[src/rtl/sar_pkg.sv]
// sar_pkg: shared types, constants and helpers for the SAR controller.
// Optional feature macro: SAR_COMP_SYNC_EN (2-flop comparator synchronizer).
package sar_pkg;

  // Controller states
  typedef enum logic [0:0] {
    IDLE  = 1'b0,
    TRIAL = 1'b1
  } sar_state_t;

  // Extra decision latency contributed by the comparator synchronizer
`ifdef SAR_COMP_SYNC_EN
  localparam int unsigned SAR_SYNC_LAT = 2;
`else
  localparam int unsigned SAR_SYNC_LAT = 0;
`endif

  // $clog2 with a floor of 1 so single-value counters still get a bit
  function automatic int unsigned sar_clog2_min1(input int unsigned v);
    int unsigned w;
    w = $clog2(v);
    return (w < 1) ? 1 : w;
  endfunction

endpackage

[src/rtl/sar_sync.sv]
// sar_sync: 2-flop synchronizer for the asynchronous comparator decision.
// Only instantiated when SAR_COMP_SYNC_EN is defined.
module sar_sync (
  input  logic clk,
  input  logic rst,
  input  logic i_async,
  output logic o_sync
);

  logic r_meta;
  logic r_sync;

  // Two-stage capture of the async input; both stages reset to 0
  always_ff @(posedge clk or posedge rst) begin
    if (rst) begin
      r_meta <= 1'b0;
      r_sync <= 1'b0;
    end else begin
      r_meta <= i_async;
      r_sync <= r_meta;
    end
  end

  assign o_sync = r_sync;

endmodule

[src/rtl/sar_ctrl.sv]
// sar_ctrl: successive-approximation controller driving a threshold DAC and
// consuming a 1-bit comparator decision, MSB first, SETTLE_EFF cycles per bit.
// Optional feature macro: SAR_COMP_SYNC_EN (comp_in via 2-flop synchronizer).
module sar_ctrl
  import sar_pkg::*;
#(
  parameter int unsigned N      = 8,
  parameter int unsigned SETTLE = 2
) (
  input  logic         clk,
  input  logic         rst,
  input  logic         start,
  input  logic         abort,
  input  logic         comp_in,
  output logic [N-1:0] dac_code,
  output logic         busy,
  output logic         done,
  output logic [N-1:0] result
);

  localparam int unsigned SETTLE_EFF = SETTLE + SAR_SYNC_LAT;
  localparam int unsigned IW         = sar_clog2_min1(N);
  localparam int unsigned CW         = sar_clog2_min1(SETTLE_EFF);

  sar_state_t      r_state;
  logic [N-1:0]    r_dac_code;
  logic [N-1:0]    r_result;
  logic            r_busy;
  logic            r_done;
  logic [IW-1:0]   r_bit_idx;
  logic [CW-1:0]   r_cnt;

  sar_state_t      w_state_nxt;
  logic [N-1:0]    w_dac_nxt;
  logic [N-1:0]    w_result_nxt;
  logic            w_busy_nxt;
  logic            w_done_nxt;
  logic [IW-1:0]   w_idx_nxt;
  logic [CW-1:0]   w_cnt_nxt;
  logic [N-1:0]    w_code;
  logic [IW-1:0]   w_idx_m1;
  logic            w_c;

`ifdef SAR_COMP_SYNC_EN
  sar_sync u_sync (
    .clk     (clk),
    .rst     (rst),
    .i_async (comp_in),
    .o_sync  (w_c)
  );
`else
  assign w_c = comp_in;
`endif

  assign w_idx_m1 = r_bit_idx - IW'(1);

  // Code after the current decision: resolve this bit, tentatively set the next
  always_comb begin
    w_code = r_dac_code;
    w_code[r_bit_idx] = w_c;
    if (r_bit_idx != '0) begin
      w_code[w_idx_m1] = 1'b1;
    end
  end

  // Next-state and registered-output decode
  always_comb begin
    w_state_nxt  = r_state;
    w_dac_nxt    = r_dac_code;
    w_result_nxt = r_result;
    w_busy_nxt   = r_busy;
    w_done_nxt   = 1'b0;
    w_idx_nxt    = r_bit_idx;
    w_cnt_nxt    = r_cnt;

    case (r_state)
      IDLE: begin
        if (start) begin
          w_dac_nxt   = {1'b1, {(N-1){1'b0}}};
          w_idx_nxt   = IW'(N - 1);
          w_cnt_nxt   = CW'(SETTLE_EFF - 1);
          w_busy_nxt  = 1'b1;
          w_state_nxt = TRIAL;
        end
      end
      TRIAL: begin
        if (abort) begin
          w_busy_nxt  = 1'b0;
          w_state_nxt = IDLE;
        end else if (r_cnt != '0) begin
          w_cnt_nxt = r_cnt - CW'(1);
        end else if (r_bit_idx != '0) begin
          w_dac_nxt = w_code;
          w_idx_nxt = w_idx_m1;
          w_cnt_nxt = CW'(SETTLE_EFF - 1);
        end else begin
          w_dac_nxt    = w_code;
          w_result_nxt = w_code;
          w_done_nxt   = 1'b1;
          w_busy_nxt   = 1'b0;
          w_state_nxt  = IDLE;
        end
      end
      default: begin
        w_busy_nxt  = 1'b0;
        w_state_nxt = IDLE;
      end
    endcase
  end

  // State and output registers
  always_ff @(posedge clk or posedge rst) begin
    if (rst) begin
      r_state    <= IDLE;
      r_dac_code <= '0;
      r_result   <= '0;
      r_busy     <= 1'b0;
      r_done     <= 1'b0;
      r_bit_idx  <= '0;
      r_cnt      <= '0;
    end else begin
      r_state    <= w_state_nxt;
      r_dac_code <= w_dac_nxt;
      r_result   <= w_result_nxt;
      r_busy     <= w_busy_nxt;
      r_done     <= w_done_nxt;
      r_bit_idx  <= w_idx_nxt;
      r_cnt      <= w_cnt_nxt;
    end
  end

  assign dac_code = r_dac_code;
  assign result   = r_result;
  assign busy     = r_busy;
  assign done     = r_done;

endmodule

[config.mk]
export PLATFORM = sky130hd
export DESIGN_NAME = sar_ctrl
export DESIGN_NICKNAME = d
export VERILOG_FILES = /design/src/rtl/sar_pkg.sv /design/src/rtl/sar_sync.sv /design/src/rtl/sar_ctrl.sv
export SDC_FILE = /design/constraint.sdc
export NUM_CORES = 1
export LEC_CHECK = 0
export CAP_MARGIN = 20
export CORE_UTILIZATION = 45
export DETAILED_ROUTE_END_ITERATION = 12
export PLACE_DENSITY = 0.78
export SYNTH_ARGS = -nofsm -noshare
export SYNTH_HDL_FRONTEND = slang
export SYNTH_SLANG_ARGS = --single-unit
export TNS_END_PERCENT = 20
[constraint.sdc]
create_clock -name clk -period 1.75 [get_ports clk]
set_input_delay 0.35 -clock clk [delete_from_list [all_inputs] [get_ports clk]]
set_output_delay 0.35 -clock clk [all_outputs]
set_load 0.02 [all_outputs]
==> flow_summary_export.csv <==
group,metric,value,unit
layout,fin_nets,156,
clock_network,cts_tree,"yes",
synthesis,ys_seq_elements,23,
synthesis,synth_edf_count,0,
synthesis,async_flop_share,100.0,%
power_and_ir_drop,p_seq_share,48.9,%
power_and_ir_drop,p_switching,431.3,uW
sta,period_share,95.67,%
power_and_ir_drop,swShare,33.56,%
clock_network,cts-buffers-inserted,3,
routing,wl,2.470,mm
min_path,hold_class,"primary input to async pin",
power_and_ir_drop,finalPower,1.285,mW
routing,drtPass1Iterations,4,
power_and_ir_drop,combPwrFrac,33.3,%
power_and_ir_drop,p_leak,0.6319,nW
routing,drc,0,
setup_path,cp_slowest_stage_delay,620,ps
flow_run,cap_violations,0,
global_route,grt_max_degree,24,
clock_network,clk_pin_slew,120,ps
setup_path,cp.arrival,1320,ps
sta,finalSetupTns,0,ps
clock_network,root_buffer,"clkbuf_4",
floorplanning,core_area,2500,um2
place,post-dp-hpwl,1.933,mm
sta,hold_violations,0,
routing,wl_per_cell,13.88,um
floorplanning,std_cell_rows,18,
sta,max_freq,597.3,MHz
floorplanning,die_h,53.64,um
sta,finalClockSkew,5.265,ps
clock_network,htreeDepth,1,
global_route,grt_overflow,0,
setup_path,critPathBufInv,1,
synthesis,avgSynthCellArea,9.755,um2
clock_network,clockBufferDepth,2,
synthesis,ys.flop_type,"dfrtp_1",
sta,finalHoldWorstSlack,372.5,ps
run_status,outcome,"finished clean",
layout,layout_commonest_cell,"dfrtp_1",
power_and_ir_drop,p_int,854.1,uW
routing,num_vias,968,
power_and_ir_drop,p_per_area,858.2,nW/um2
layout,fin_util,59.91,%
routing,ant_nets,0,
place,numPortBuffers,22,
sta,fin_crit,1674,ps
setup_path,crit_path_end_kind,"primary output",
routing,via_per_inst,5.438,
routing,dr.first_iter.drc_count,22,
sta,maxSlewViolCount,0,
floorplanning,start_util,48.00,%
clock_network,cts_hold_buf,0,
global_route,grt_use_total,19.54,%
place,routabilityCongestion,0.8026,
sta,setup_viol,0,
global_route,antenna_found_initial,0,
setup_path,crit_family,"buffers and inverters",
synthesis,syn-num-nets,130,
floorplanning,boundaryPins,23,
setup_path,critPathLaunchType,"register",
layout,antennaDiodeCount,0,
synthesis,syn-instance-count,123,
global_route,grt_pass1_vias,944,
setup_path,crit_chain,"clkdlybuf4s50_1",
setup_path,cp_slowest_cell,"clkdlybuf4s50_1",
layout,nFillCells,214,
clock_network,clock_latency,290,ps
setup_path,critPathMaxFanout,3,
setup_path,required,1400,ps
layout,syn2layout_area_growth,24.82,%
synthesis,ys_types,34,
global_route,grt_pass1_wl,4.126,mm
sta,worst_pin_slew,565.2,ps
layout,layout.cells.most_common_list,"dfrtp_1 (23), clkdlybuf4s50_1 (22), a21oi_1 (11)",
layout,drive_gt1_share,12.16,%
clock_network,clock-sinks,23,
sta,slew_headroom,62.32,%
floorplanning,fp.dieW,53.64,um
floorplanning,die_area,2877,um2
sta,rsz0062_at_grt,"true",
power_and_ir_drop,clkPwrFrac,17.8,%
power_and_ir_drop,peakVddDrop,0.5343,mV
synthesis,yosysWarnings,0,
setup_path,crit_type,"register to primary output",
synthesis,syn-cell-area,1200,um2
synthesis,ys_seq_area_share,47.97,%
flip-flops by register name, summed over array words and instances (netlist names):
| signal | count |
|---|---|
| r_bit_idx | 3 |
| r_state | 1 |
| done | 1 |
| busy | 1 |
| result | 8 |
| r_cnt | 1 |
| dac_code | 8 |
final timing paths:
| check | startpoint | endpoint | slack (ps) | cells after the start |
|---|---|---|---|---|
| min | rst | result[7]$_DFFE_PP0P_ | 370 | 3 |
| max in group asynchronous | rst | dac_code[0]$_DFFE_PP0P_ | 1150 | 3 |
| min reg2reg | result[0]$_DFFE_PP0P_ | result[0]$_DFFE_PP0P_ | 550 | 2 |
| max reg2reg | r_bit_idx[0]$_DFFE_PP0P_ | result[7]$_DFFE_PP0P_ | 120 | 7 |
| min in group clk | result[0]$_DFFE_PP0P_ | result[0]$_DFFE_PP0P_ | 550 | 2 |
| max | dac_code[7]$_DFFE_PP0P_ | dac_code[7] | 80 | 1 |
synth_stat cells, types with 3 or more instances:
cell type | number | area (um2)
a21oi_1 | 11 | 55.05
dfrtp_1 | 23 | 575.6
a31oi_1 | 3 | 18.77
buf_2 | 3 | 15.01
nand3_1 | 8 | 40.04
nand2b_1 | 3 | 18.77
o21ai_1 | 8 | 40.04
mux2i_1 | 6 | 60.06
nor2_1 | 9 | 33.78
inv_1 | 5 | 18.77
nor3b_1 | 4 | 30.03
o21ai_0 | 3 | 15.01
nor3_1 | 6 | 30.03
o21a_1 | 5 | 37.54
power by group through the flow:
stage | Clock (mW) | Combinational [mW] | Sequential (mW)
3_3_place_gp | 0 | 0.412 | 0.633
5_1_grt | 0.263 | 0.468 | 0.637
6_report | 0.228 | 0.428 | 0.628
2_1_floorplan | 0 | 0.239 | 0.668
3_5_place_dp | 0 | 0.424 | 0.637
4_1_cts | 0.240 | 0.425 | 0.626
per-stage QoR:
stage	cells	worst slack, ps	area [um2]
after floorplan	123	75.40	1200
after global placement	174	33.26	1458
after detailed placement	174	-0.04097	1458
after CTS	178	64.45	1485
after global routing	178	-5.278	1498
final	178	75.75	1498
timing repair:
action	4_1_cts	5_1_grt
buffers inserted	0	0
gates resized for setup	0	3
endpoints found under the setup margin	0	7
logic make-up (layout without fill, tap and decap cells):
family | count (synthesis) | after routing | synth area share [%]
mux | 6 | 6 | 5.005
compound gates | 36 | 36 | 18.98
simple gates | 41 | 41 | 19.08
flops | 23 | 23 | 47.97
fa+ha+maj | 2 | 2 | 2.085
buf+inv | 15 | 40 | 6.881
per-layer routing:
metal  up-vias  GRT usage (%)  wire (um)
met2        14          34.58       1288
li1        485              -          -
met1       467          25.99       1111
met3         2          1.695         63
met5         -              0          0
met4         0          3.947          6
area by class of cell:
class	count	area [um2]	area share [%]
timing repair buffer	30	284.0	18.96
tap	30	37.54	2.506
multi-input combinational	85	550.5	36.76
sequential	23	575.6	38.43
inverter	6	22.52	1.504
clock inverter	1	5.005	0.3342
clock buffer	3	22.52	1.504
No activity file was read; power rests on OpenSTA's default activity.
